--- src/rtl/pixel_stream_sequencer_pkg.sv ---
// pixel_stream_sequencer_pkg: shared widths, frame defaults and sequencer states
package pixel_stream_sequencer_pkg;
    localparam int PIXEL_SIZE       = 24;
    localparam int WORD_SIZE        = 16;
    localparam int FRAME_WIDTH_DEF  = 550;
    localparam int FRAME_HEIGHT_DEF = 480;
    typedef enum logic [2:0] {IDLE, ACTIVE, HBLANK, FLUSH, VBLANK} state_e;
endpackage

--- src/rtl/raster_counter.sv ---
// raster_counter: raster-order x/y position with row and frame wrap
module raster_counter import pixel_stream_sequencer_pkg::*; #(
    parameter int W = FRAME_WIDTH_DEF,
    parameter int H = FRAME_HEIGHT_DEF
) (
    input  logic                 clk,
    input  logic                 rst,
    input  logic                 clr_i,
    input  logic                 en_i,
    output logic [WORD_SIZE-1:0] x_o,
    output logic [WORD_SIZE-1:0] y_o
);
    localparam logic [WORD_SIZE-1:0] X_MAX = WORD_SIZE'(W - 1);
    localparam logic [WORD_SIZE-1:0] Y_MAX = WORD_SIZE'(H - 1);
    logic [WORD_SIZE-1:0] x_q, x_d, y_q, y_d;
    // step x on enable; end of row wraps x and advances y, end of frame wraps both
    always_comb begin
        x_d = clr_i ? '0 : !en_i ? x_q : (x_q == X_MAX) ? '0 : x_q + 1'b1;
        y_d = clr_i ? '0 : !(en_i && x_q == X_MAX) ? y_q : (y_q == Y_MAX) ? '0 : y_q + 1'b1;
    end
    // position registers
    always_ff @(posedge clk) begin
        if (rst) begin
            x_q <= '0;
            y_q <= '0;
        end else begin
            x_q <= x_d;
            y_q <= y_d;
        end
    end
    assign x_o = x_q;
    assign y_o = y_q;
endmodule

--- src/rtl/pixel_stream_sequencer.sv ---
// pixel_stream_sequencer: feeds one frame through a fixed-latency datapath and tags aligned outputs
module pixel_stream_sequencer #(
    parameter int FRAME_WIDTH  = pixel_stream_sequencer_pkg::FRAME_WIDTH_DEF,
    parameter int FRAME_HEIGHT = pixel_stream_sequencer_pkg::FRAME_HEIGHT_DEF,
    parameter int PIXEL_SIZE   = pixel_stream_sequencer_pkg::PIXEL_SIZE,
    parameter int LATENCY      = 2 * FRAME_WIDTH + 3
) (
    input  logic                                       clk,
    input  logic                                       reset,
    input  logic                                       start,
    input  logic                                       s_valid,
    output logic                                       s_ready,
    input  logic [PIXEL_SIZE-1:0]                      s_data,
    output logic                                       pipe_en,
    output logic                                       pipe_hsync,
    output logic                                       pipe_vsync,
    output logic [PIXEL_SIZE-1:0]                      pipe_data,
    output logic                                       m_valid,
    output logic [pixel_stream_sequencer_pkg::WORD_SIZE-1:0] m_x,
    output logic [pixel_stream_sequencer_pkg::WORD_SIZE-1:0] m_y,
    output logic [31:0]                                frame,
    output logic                                       busy,
    output logic                                       done
);
    import pixel_stream_sequencer_pkg::*;
    localparam logic [31:0]          LAT   = 32'(LATENCY);
    localparam logic [WORD_SIZE-1:0] X_END = WORD_SIZE'(FRAME_WIDTH - 1);
    localparam logic [WORD_SIZE-1:0] Y_END = WORD_SIZE'(FRAME_HEIGHT - 1);
    state_e               state_q, state_d;
    logic [31:0]          adv_q, adv_d, flush_q, flush_d, frame_q, frame_d;
    logic [WORD_SIZE-1:0] in_x, in_y;
    logic                 xfer, idle;
    assign idle    = state_q == IDLE;
    assign xfer    = state_q == ACTIVE && s_valid;
    assign m_valid = pipe_en && adv_q == LAT;
    assign busy    = !idle;
    assign frame   = frame_q;
    raster_counter #(.W(FRAME_WIDTH), .H(FRAME_HEIGHT)) u_in (
        .clk(clk), .rst(reset), .clr_i(idle), .en_i(xfer), .x_o(in_x), .y_o(in_y)
    );
    raster_counter #(.W(FRAME_WIDTH), .H(FRAME_HEIGHT)) u_out (
        .clk(clk), .rst(reset), .clr_i(idle), .en_i(m_valid), .x_o(m_x), .y_o(m_y)
    );
    // sequencing and datapath strobes; input pixels pass straight through on transfer
    always_comb begin
        state_d    = state_q;
        s_ready    = 1'b0;
        pipe_en    = 1'b0;
        pipe_data  = '0;
        pipe_hsync = 1'b0;
        pipe_vsync = 1'b0;
        done       = 1'b0;
        case (state_q)
            IDLE:    state_d = start ? ACTIVE : IDLE;
            ACTIVE: begin
                s_ready   = 1'b1;
                pipe_en   = s_valid;
                pipe_data = s_valid ? s_data : '0;
                if (s_valid && in_x == X_END) state_d = (in_y == Y_END) ? FLUSH : HBLANK;
            end
            HBLANK: begin
                pipe_hsync = 1'b1;
                state_d    = ACTIVE;
            end
            FLUSH: begin
                pipe_en = 1'b1;
                state_d = (flush_q == LAT - 1) ? VBLANK : FLUSH;
            end
            VBLANK: begin
                pipe_vsync = 1'b1;
                done       = 1'b1;
                state_d    = IDLE;
            end
            default: state_d = IDLE;
        endcase
    end
    // advance count saturates at the latency so it marks when outputs become real
    always_comb begin
        adv_d   = idle ? '0 : (pipe_en && adv_q != LAT) ? adv_q + 1 : adv_q;
        flush_d = state_q == FLUSH ? flush_q + 1 : '0;
        frame_d = state_q == VBLANK ? frame_q + 1 : frame_q;
    end
    // state and counter registers
    always_ff @(posedge clk) begin
        if (reset) begin
            state_q <= IDLE;
            adv_q   <= '0;
            flush_q <= '0;
            frame_q <= '0;
        end else begin
            state_q <= state_d;
            adv_q   <= adv_d;
            flush_q <= flush_d;
            frame_q <= frame_d;
        end
    end
endmodule

--- config.mk ---
export PLATFORM = sky130hd
export DESIGN_NAME = pixel_stream_sequencer
export DESIGN_NICKNAME = d
export VERILOG_FILES = /design/src/rtl/pixel_stream_sequencer_pkg.sv /design/src/rtl/raster_counter.sv /design/src/rtl/pixel_stream_sequencer.sv
export SDC_FILE = /design/constraint.sdc
export NUM_CORES = 1
export LEC_CHECK = 0
export ABC_AREA = 1
export BUFFER_PORTS_ARGS = -buffer_cell sky130_fd_sc_hd__buf_2
export CORE_MARGIN = 2
export CORE_UTILIZATION = 50
export DETAILED_ROUTE_END_ITERATION = 8
export GPL_TIMING_DRIVEN = 0
export PLACE_DENSITY = 0.7
export SLEW_MARGIN = 20
export SYNTH_ARGS = -nofsm -noshare
export SYNTH_HDL_FRONTEND = slang
export SYNTH_SLANG_ARGS = --single-unit
--- constraint.sdc ---
create_clock -name clk -period 1.8 [get_ports clk]
set_input_delay 0.18 -clock clk [delete_from_list [all_inputs] [get_ports clk]]
set_output_delay 0.18 -clock clk [all_outputs]
set_load 0.05 [all_outputs]
# Word-level counts from Yosys, hierarchy flattened
# Cells that the tools add are included.
[classes]
addsub = 7
n_eq_ne = 12
mux = 15
n_bitwise = 1
reduce_logical = 10
[op_table]
columns = ["op", "n"]
rows = [
  ["adder 32 x 1 -> 32 bit, second input constant", 3],
  ["adder 16 x 1 -> 16 bit, second input constant", 4],
  ["== test 32 x 11 -> 1 bit, second input constant", 2],
  ["2-to-1 mux 16 bit", 4],
  ["2-to-1 mux 24 bit", 2],
  ["== test 16 x 10 -> 1 bit, second input constant", 2],
  ["== test 16 x 9 -> 1 bit, second input constant", 2],
  ["!= test 32 x 11 -> 1 bit, second input constant", 1],
  ["one-hot mux 3 bit (4 select lines)", 1],
  ["== test 3 x 2 -> 1 bit, second input constant", 2],
  ["logical AND 1 bit", 6],
  ["2-to-1 mux 3 bit", 2],
  ["2-to-1 mux 1 bit", 5],
  ["OR reduction 2 bit", 2],
  ["== test 3 x 1 -> 1 bit, second input constant", 1],
  ["== test 3 bit, second input constant", 1],
  ["zero test 3 bit", 1],
  ["!= test 2 x 1 -> 1 bit, second input constant", 1],
  ["one-hot mux 1 bit (2 select lines)", 1],
  ["zero test 1 bit", 1],
  ["NOT 1 bit", 1],
]
[word_totals]
ff_bits = 163
inputBits = 28
out_inout_bits = 95
elab_cells = 53

# Depth between registers and ports, before layout
# Gate-level depths: netlist (run 1).
[depth]
depth_word = 4
depth_mapped = 11
depth_no_buf = 11

# Hierarchy
# From an unflattened synthesis (run 1), not the netlist that was laid out.
[unflattened]
cells_unflattened = 1682
hier_area_um2 = 10074.7
[by_module_without_submodules]
columns = ["module", "n_inst", "cells_per_inst", "area_per_inst_um2", "seq_area_each_um2"]
rows = [
  ["pixel_stream_sequencer", 1, 1072, 6383.6, 1981.9],
  ["raster_counter", 2, 305, 1845.5, 640.6],
]

# Least setup slack after synthesis (run 1)
# Ideal clock, no wire load.
[synth_timing]
path_kind = "reg-to-reg"
from = "register adv_q[0]"
to = "register u_out.x_q[1] (netlist: u_out.x_o[1])"
setup_ns = 0.117
arrival_ns = 1.970
required_time_ns = 1.683
path_slack_ns = -0.287
stages_incl_launch_ff = 11
n_path_buf = 0
synth_period_minus_slack_ns = 2.087
cell_sequence = "dfxtp_1 > ha_1 > nand2_1 > nor3_1 > nand2_1 > nor2_1 > nand2_1 > nor2_1 > nand2_1 > o21ai_0 > nor2_1"
[synth_between]
elab_chain_cells = 2
[synth_rtl]
columns = ["element", "line", "source"]
rows = [
  ["start, declared", "pixel_stream_sequencer.sv:30", "logic [31:0] adv_q, adv_d, flush_q, flush_d, frame_q, frame_d;"],
  ["start signal, assigned", "pixel_stream_sequencer.sv:92", "adv_q <= adv_d;"],
  ["== test 32 x 11 -> 1 bit", "pixel_stream_sequencer.sv:35", "assign m_valid = pipe_en && adv_q == LAT;"],
  ["logical AND 1 bit", "pixel_stream_sequencer.sv:35", ""],
  ["net m_valid", "pixel_stream_sequencer.sv:18", "output logic m_valid,"],
  ["end signal, assigned", "raster_counter.sv:24", "x_q <= '0;"],
  ["end signal, assigned", "raster_counter.sv:27", "x_q <= x_d;"],
  ["end, declared", "raster_counter.sv:15", "logic [WORD_SIZE-1:0] x_q, x_d, y_q, y_d;"],
]
# The timed path passes the listed nets, and every way through them passes these cells.
# A chain may end at the register's enable or synchronous reset.

# Final worst setup path (run 1)
[layout_timing]
from = "register adv_q[0]"
to = "output port m_valid"
[layout_between]
elab_chain_cells = 2
[layout_rtl]
columns = ["element", "line"]
rows = [
  ["== test 32 x 11 -> 1 bit", "pixel_stream_sequencer.sv:35"],
  ["logical AND 1 bit", "pixel_stream_sequencer.sv:35"],
  ["end, declared", "pixel_stream_sequencer.sv:18"],
]
# No other way between the ends.

==> results of run 1 <==
==> flip-flops by register name (all words and copies together), names as in the netlist <==
name,count
u_out.y_o,16
u_in.y_o,16
state_q,3
u_out.x_o,16
u_in.x_o,16
frame,32
flush_q,32
adv_q,32
==> cells in the final DEF, fill, tap and decap left out, types with 25 or more instances in the layout <==
| cell type | n |
|---|---|
| inv_1 | 162 |
| dfxtp_1 | 143 |
| o21ai_0 | 30 |
| buf_2 | 105 |
| xor2_1 | 40 |
| nand3b_1 | 25 |
| nand3_1 | 85 |
| a21oi_1 | 111 |
| buf_4 | 39 |
| nand4_1 | 45 |
| nand2_1 | 535 |
| nor3_1 | 44 |
| nor2_1 | 311 |
==> final cells by class <==
cell class	count	share of cell area, %
Clock buffer	22	3.79
Sequential cell	163	26.9
Clock inverter	10	1.04
Timing Repair Buffer	141	6.79
Inverter	170	5.37
Multi-Input combinational cell	1331	51.8
Buffer	33	1.66
Tap cell	265	2.70
==> kinds of logic (layout without fill, tap and decap cells) <==
| family | Yosys count | count (layout) |
|---|---|---|
| flip-flops | 163 | 163 |
| buffers and inverters | 203 | 376 |
| XOR/XNOR | 47 | 47 |
| adder cells (fa/ha/maj) | 10 | 10 |
| AO/OA/AOI/OAI | 149 | 149 |
| AND/OR/NAND/NOR | 1125 | 1125 |
==> what timing repair did <==
action                                  CTS  global route
setup buffers                             6            15
pin swaps                                 4            10
cloned                                    0             0
gates resized for setup                  65            88
endpoints found under the setup margin  135           148
==> layer usage <==
metal	wire [µm]	part of all wire, %	up-vias
met3	1690	6.0	29
met4	361	1.3	0
li1	-	-	5711
met1	13000	46	4946
met2	13100	47	355
met5	0	0	-
==> stage by stage <==
stage	hold slack, ns	area, µm²	power (mW)
after floorplan	0.446	10100	4.23
after global placement	0.464	11000	4.44
after detailed placement	0.473	11000	4.44
after CTS	0.188	11900	8.15
after global routing	0.237	12300	8.43
final	0.210	12300	8.17
==> how the worst max path moves through the flow <==
| stage | cells past startpoint | startpoint | endpoint |
|---|---|---|---|
| global route | 8 | adv_q[0] | m_valid |
| CTS | 8 | adv_q[0] | m_valid |
| global placement | 8 | reset | u_out.y_o[1] |
| detailed placement | 7 | reset | u_in.x_o[2] |
| finish | 8 | adv_q[0] | m_valid |
| floorplan | 10 | adv_q[0] | u_out.x_o[1] |
==> power by group through the flow <==
stage	clock network, mW	registers (mW)	logic (mW)
4_1_cts	3.71	3.63	0.805
6_report	3.66	3.64	0.872
5_1_grt	3.85	3.63	0.947
3_3_place_gp	0	3.71	0.722
2_1_floorplan	0	3.71	0.515
3_5_place_dp	0	3.71	0.727
==> worst max-delay path: stages, from the launching register on <==
cell and delay, ns:
dfxtp_4 0.37, ha_4 0.16, nand2_2 0.07, nor3_2 0.12, nand2_1 0.08, nor2_2 0.12, nand2_2 0.09, nor2_4 0.13
buf_8 0.16
==> impl_metrics.csv, run 1 <==
group,metric,value,unit
synthesis,syn_inst,1697,
grt,grt_use_met3,3.94,%
synthesis,synth_xor_area_share,4.08,%
setup_path,criticalPathCategory,"reg -> out",
cells_and_area,diodes,0,
floorplan,initial_core_util,51.4,%
cells_and_area,seq_area,3290,µm²
clock_tree,clock-sinks,163,
synthesis,post-synth-top-count-cell,"nand2_1",
synthesis,synth_edf_count,0,
floorplan,io_pins,123,
drt,num_vias,11000,
synthesis,synth_top_area_cell,"dfxtp_1",
setup_path,worst-r2r-cell-count,9,
placed_design,gp_congestion,0.947,
sta,layout_min_cycle_time,1.91,ns
synthesis,synth_compound_area_share,7.56,%
setup_path,crit_arrival,1.73,ns
synthesis,syn-cell-area,10100,µm²
clock_tree,clockBufferDepth,2,
cells_and_area,post_route_cells_drive_above_1_share,15.8,%
drt,drt_iter0_markers,843,
synthesis,syn_avg_cell_area,5.95,µm²
cells_and_area,final_util,62.4,%
synthesis,ys_warn_count,0,
setup_path,r2r_slack,0.02,ns
grt,met1_usage,34.7,%
hold_path,hold_end,"state_q[0]",
pwr,clkPwrFrac,44.8,%
cells_and_area,final_nets,1895,
job,max_cap_viol_count,0,
drt,via_per_inst,5.17,
cells_and_area,fill_cells,1924,
synthesis,synth-seq-cells,163,
pwr,pwr_density_cell,666,nW/µm²
pwr,p_comb_share,10.7,%
grt,grtUsageTotal,25.7,%
clock_tree,htreeDepth,4,
clock_tree,cts.clk_slew.worst_paths,0.06,ns
pwr,p_leak,4.59,nW
floorplan,row_count,51,
clock_tree,cts-hold-fix-buffers,0,
grt,top_usage_layer,"met2",
drt,drc_errors,0,
status,violations,"setup timing",
synthesis,synth_common_cells,"540 x nand2_1, 340 x nor2_1, 163 x dfxtp_1, 163 x inv_1, 112 x a21oi_1",
setup_path,critPathLaunchType,"register",
setup_path,rr_startpoint,"adv_q[0]",
grt,grt_pass1_vias,9954,
hold_path,hp-class,"in -> reg",
status,status,"complete, but fails checks",
setup_path,r2r-end,"adv_q[6]",
hold_path,holdPathStages,7,
pwr,power.share.switching,26.5,%
synthesis,synthSimpleGateAreaFrac,47.0,%
clock_tree,cts-root-buf,"clkbuf_16",
sta,setup_tns,-0.114,ns
pwr,p_sw,2.16,mW
drt,dr.pass1.iters,6,
synthesis,synthMuxAreaShare,0,%
floorplan,chipWidth,146,µm
grt,grt_remaining_overflow,0,
placed_design,pre_cts_ws,-0.283,ns
placed_design,dp_hpwl,20900,µm
grt,grt_pass1_wl,46400,µm
synthesis,yosys.area_share.adder,1.24,%
drt,avgRoutedWirePerCell,13.2,µm
floorplan,die_h,146,µm
synthesis,async_flop_share,0,%
floorplan,die_area,21300,µm²
pwr,vdd.ir_drop.worst,584,µV
placed_design,dpl.cell_count,2082,
floorplan,core,19700,µm²
pwr,internal_power,6.01,mW
drt,ant_nets,0,
sta,worst_slack,-0.114,ns
synthesis,synth_top_cell_area_share,32.3,%
drt,routed_wirelength,28100,µm
synthesis,synth_top_family_by_area,"simple AND/OR/NAND/NOR gates",
cells_and_area,stdcell_count,2135,
pwr,p_seq_share,44.5,%
synthesis,yosysSeqAreaShare,32.3,%
placed_design,io_buffer_count,120,
sta,relSlewSlack,62.5,%
clock_tree,cts_tree,"done",
clock_tree,cts_inserted_buffers,17,
setup_path,end_kind,"output port",
cells_and_area,multi_input_area,6350,µm²
sta,worst_pin_slew,0.562,ns
clock_tree,clk_latency,0.44,ns
sta,drv_slew,0,
cells_and_area,area_growth,21.5,%
synthesis,ys_types,32,
hold_path,min_from,"start",
sta,period_share,106,%
sta,setup_viol,1,
setup_path,worst_ep_required_time,1.62,ns
sta,finClkSkew,0.0136,ns
grt,grt_max_degree,17,
grt,use_met2,43.2,%
sta,clock.fmax,0.523,GHz
synthesis,syn_nets,1735,
synthesis,synthTopCellsByArea,"dfxtp_1 32%, nand2_1 20%, nor2_1 13%, inv_1 6.1%, a21oi_1 5.6%",
sta,hold_viol,0,
synthesis,synth_flop_cell,"dfxtp_1",
sta,rsz0062_at_grt,"true",
setup_path,critPathMaxFanout,4,
grt,antenna_found_initial,0,
No activity file was read; power rests on OpenSTA's default activity.
==> run 2: changes to the inputs <==
ABC_AREA = not set   (was 1)
PLACE_DENSITY = 0.71   (was 0.7)
==> run 2 against run 1 <==
The flow still finishes with violations (setup timing). Register-to-register slack got worse by 0.60 ns. Synthesized cell count decreased by 42%. Clock power rose by 2%. Maximum frequency fell by 19%. Sequential power down 1%. Critical path type is now reg -> reg. Largest power group unchanged. Highest routed layer unchanged.
==> impl_metrics.csv, run 2 <==
group,metric,value,unit
status,status,"complete, but fails checks",
status,violations,"setup timing",
sta,hold_slack,0.223,ns
cells_and_area,diodes,0,
cells_and_area,final_nets,1249,
cells_and_area,mostFrequentLayoutCell,"nor2_1",
setup_path,critPathMaxFanout,6,
drt,routed_wirelength,26600,µm
cells_and_area,post_route_cells_drive_above_1_share,41.9,%
synthesis,post-synth-top-count-cell,"dfxtp_1",
setup_path,criticalPathCategory,"reg -> reg",
setup_path,slowest_delay,0.58,ns
setup_path,worst-r2r-cell-count,7,
placed_design,io_buffer_count,121,
synthesis,synth_flop_cell,"dfxtp_1",
pwr,p_sw,1.90,mW
synthesis,syn_nets,1027,
drt,drt_iter0_markers,664,
synthesis,syn_inst,989,
grt,grt_pass1_wl,38400,µm
clock_tree,clock-sinks,163,
grt,top_usage_layer,"met2",
synthesis,ys_types,50,
setup_path,cp-endpoint,"u_out.y_o[2]",
placed_design,postPlaceCellArea,9550,µm²
grt,grt_use_met3,5.25,%
grt,grt_pass1_vias,7698,
setup_path,crit_start,"adv_q[23]",
setup_path,r2r-end,"u_out.y_o[2]",
drt,via_per_inst,5.94,
drt,avgRoutedWirePerCell,18.5,µm
sta,rsz0062_at_grt,"true",
clock_tree,clockBufferDepth,2,
grt,grtUsageTotal,26.6,%
sta,hold_viol,0,
drt,drc_errors,0,
clock_tree,clk_latency,0.44,ns
setup_path,rr_startpoint,"adv_q[23]",
sta,layout_min_cycle_time,2.38,ns
setup_path,r2r_slack,-0.58,ns
cells_and_area,fin_area,12300,µm²
pwr,p_comb_share,8.2,%
grt,grt_max_degree,17,
cells_and_area,most-common-layout-cells,"125 x nor2_1, 91 x dfxtp_1, 91 x buf_2",
synthesis,syn_avg_cell_area,8.24,µm²
floorplan,initial_core_util,51.3,%
synthesis,yosysSeqAreaShare,40.0,%
pwr,p_leak,4.56,nW
grt,antenna_found_initial,0,
grt,grt_remaining_overflow,0,
sta,worst_slack,-0.577,ns
synthesis,async_flop_share,0,%
synthesis,syn-cell-area,8150,µm²
synthesis,ys_warn_count,0,
cells_and_area,fill_cells,1026,
floorplan,die_h,132,µm
setup_path,critPathSlowestCell,"or4_4",
clock_tree,cts-hold-fix-buffers,0,
floorplan,chipWidth,132,µm
sta,finClkSkew,0.0186,ns
placed_design,dpl.cell_count,1326,
pwr,clkPwrFrac,46.9,%
pwr,pwr_density_cell,652,nW/µm²
placed_design,dp_hpwl,14400,µm
clock_tree,cts_tree,"done",
pwr,p_seq_share,44.9,%
drt,num_vias,8557,
clock_tree,cts-root-buf,"clkbuf_16",
job,max_cap_viol_count,0,
clock_tree,cts.clk_slew.worst_paths,0.06,ns
synthesis,synth_top_area_cell,"dfxtp_1",
grt,met1_usage,35.0,%
synthesis,synth-seq-cells,163,
floorplan,die_area,17300,µm²
grt,use_met2,44.7,%
sta,drv_slew,0,
placed_design,pre_cts_ws,-0.671,ns
pwr,internal_power,6.11,mW
floorplan,io_pins,123,
synthesis,synth_common_cells,"163 x dfxtp_1, 145 x nor2_1, 67 x xnor2_1",
floorplan,row_count,46,
setup_path,crit_arrival,2.74,ns
setup_path,critPathLaunchType,"register",
placed_design,gp_congestion,0.829,
setup_path,end_kind,"register",
cells_and_area,stdcell_count,1440,
pwr,vdd.ir_drop.worst,694,µV
sta,relSlewSlack,50.9,%
clock_tree,htreeDepth,4,
hold_path,hp-class,"in -> reg",
clock_tree,cts_inserted_buffers,17,
pwr,power.share.switching,23.7,%
synthesis,synth_top_cell_area_share,40.0,%
sta,period_share,132,%
synthesis,synthTopCellsByArea,"dfxtp_1 40%, xnor2_1 7.2%, nor2_1 6.7%, xor2_1 4.3%, nor4_1 4.0%",
drt,dr.pass1.iters,5,
floorplan,core,15900,µm²
sta,worst_pin_slew,0.734,ns
drt,ant_nets,0,
setup_path,worst_ep_required_time,2.16,ns
synthesis,synth_edf_count,0,
cells_and_area,area_growth,50.8,%
sta,clock.fmax,0.421,GHz
sta,setup_viol,113,
hold_path,holdPathStages,4,
setup_path,cp_cell_sequence,"nor4_4 > nand4_1 > buf_4 > or4_4 > buf_6 > or3_1 > a21oi_2",
[run 2: cell types whose count changed after synthesis, moves of 22 or more]
cell and change:
nand3_1 -39, nor2_1 -195, nor4_1 +52, and2_1 +34, nand3b_1 -23, a21oi_1 -77, nand2_1 -478, xnor2_1 +60
or4_1 +22, inv_1 -142
[run 2: area by class of cell]
| cell class | instances | area (µm²) | share of cell area, % |
|---|---|---|---|
| buffer | 39 | 407 | 3.31 |
| clock buffer | 23 | 500 | 4.07 |
| clock inverter | 9 | 101 | 0.825 |
| inverter | 22 | 87.6 | 0.713 |
| multi-input combinational | 761 | 5780 | 47.0 |
| sequential | 163 | 3400 | 27.7 |
| tap | 216 | 270 | 2.20 |
| timing repair buffer | 207 | 1740 | 14.1 |
[run 2: cells by family after synthesis]
kind of cell             synth area share (%)
XOR/XNOR                                 11.5
flip-flops                               40.0
AND/OR/NAND/NOR                          35.2
multiplexers                            0.737
AO/OA/AOI/OAI                            7.77
buffers and inverters                    3.18
adder cells (fa/ha/maj)                  1.54
[run 2: layer usage]
layer	share of wire (%)	wire, µm	vias to the layer above
met5	0	0	-
met1	42	11200	4118
met4	2.5	669	0
met3	5.5	1470	70
met2	50	13200	350
li1	-	-	4019
[run 2: worst max-delay path: cells and delay by family (launching register included)]
family	cells	cell delay [ns]
and+or+nand+nor	4	1.46
AOI/OAI and AO/OA	1	0.12
DFF	1	0.35
buffers and inverters	2	0.39
[run 2: through the flow]
| stage | TNS (ns) | total power [mW] | util (%) |
|---|---|---|---|
| after detailed placement | -49.98 | 4.06 | 60.1 |
| after global placement | -47.23 | 4.06 | 60.1 |
| after floorplan | -17.15 | 3.94 | - |
| after global routing | -37.84 | 8.23 | 77.3 |
| final | -28.76 | 8.01 | 77.3 |
| after CTS | -21.80 | 7.93 | 71.5 |
[run 2: worst min-delay path by stage]
| stage | from | end |
|---|---|---|
| global placement | flush_q[0] | flush_q[0] |
| detailed placement | flush_q[0] | flush_q[0] |
| CTS | s_valid | state_q[1] |
| floorplan | s_valid | state_q[1] |
| global route | s_valid | state_q[1] |
| finish | start | state_q[0] |
[run 2: repair_timing]
item                                    in CTS  in global routing
endpoints found under the setup margin     159                151
pin swaps                                   65                 67
gates resized for setup                    225                189
gates cloned                                 6                  2
buffers inserted                            49                 34
endpoints found under the hold margin        0                  0
[run 2: power groups by stage]
stage | clock, mW | combinational, mW | sequential [mW]
detailed placement | 0 | 0.375 | 3.69
finish | 3.75 | 0.658 | 3.60
CTS | 3.76 | 0.564 | 3.60
floorplan | 0 | 0.261 | 3.68
global route | 3.95 | 0.679 | 3.59
global placement | 0 | 0.373 | 3.69
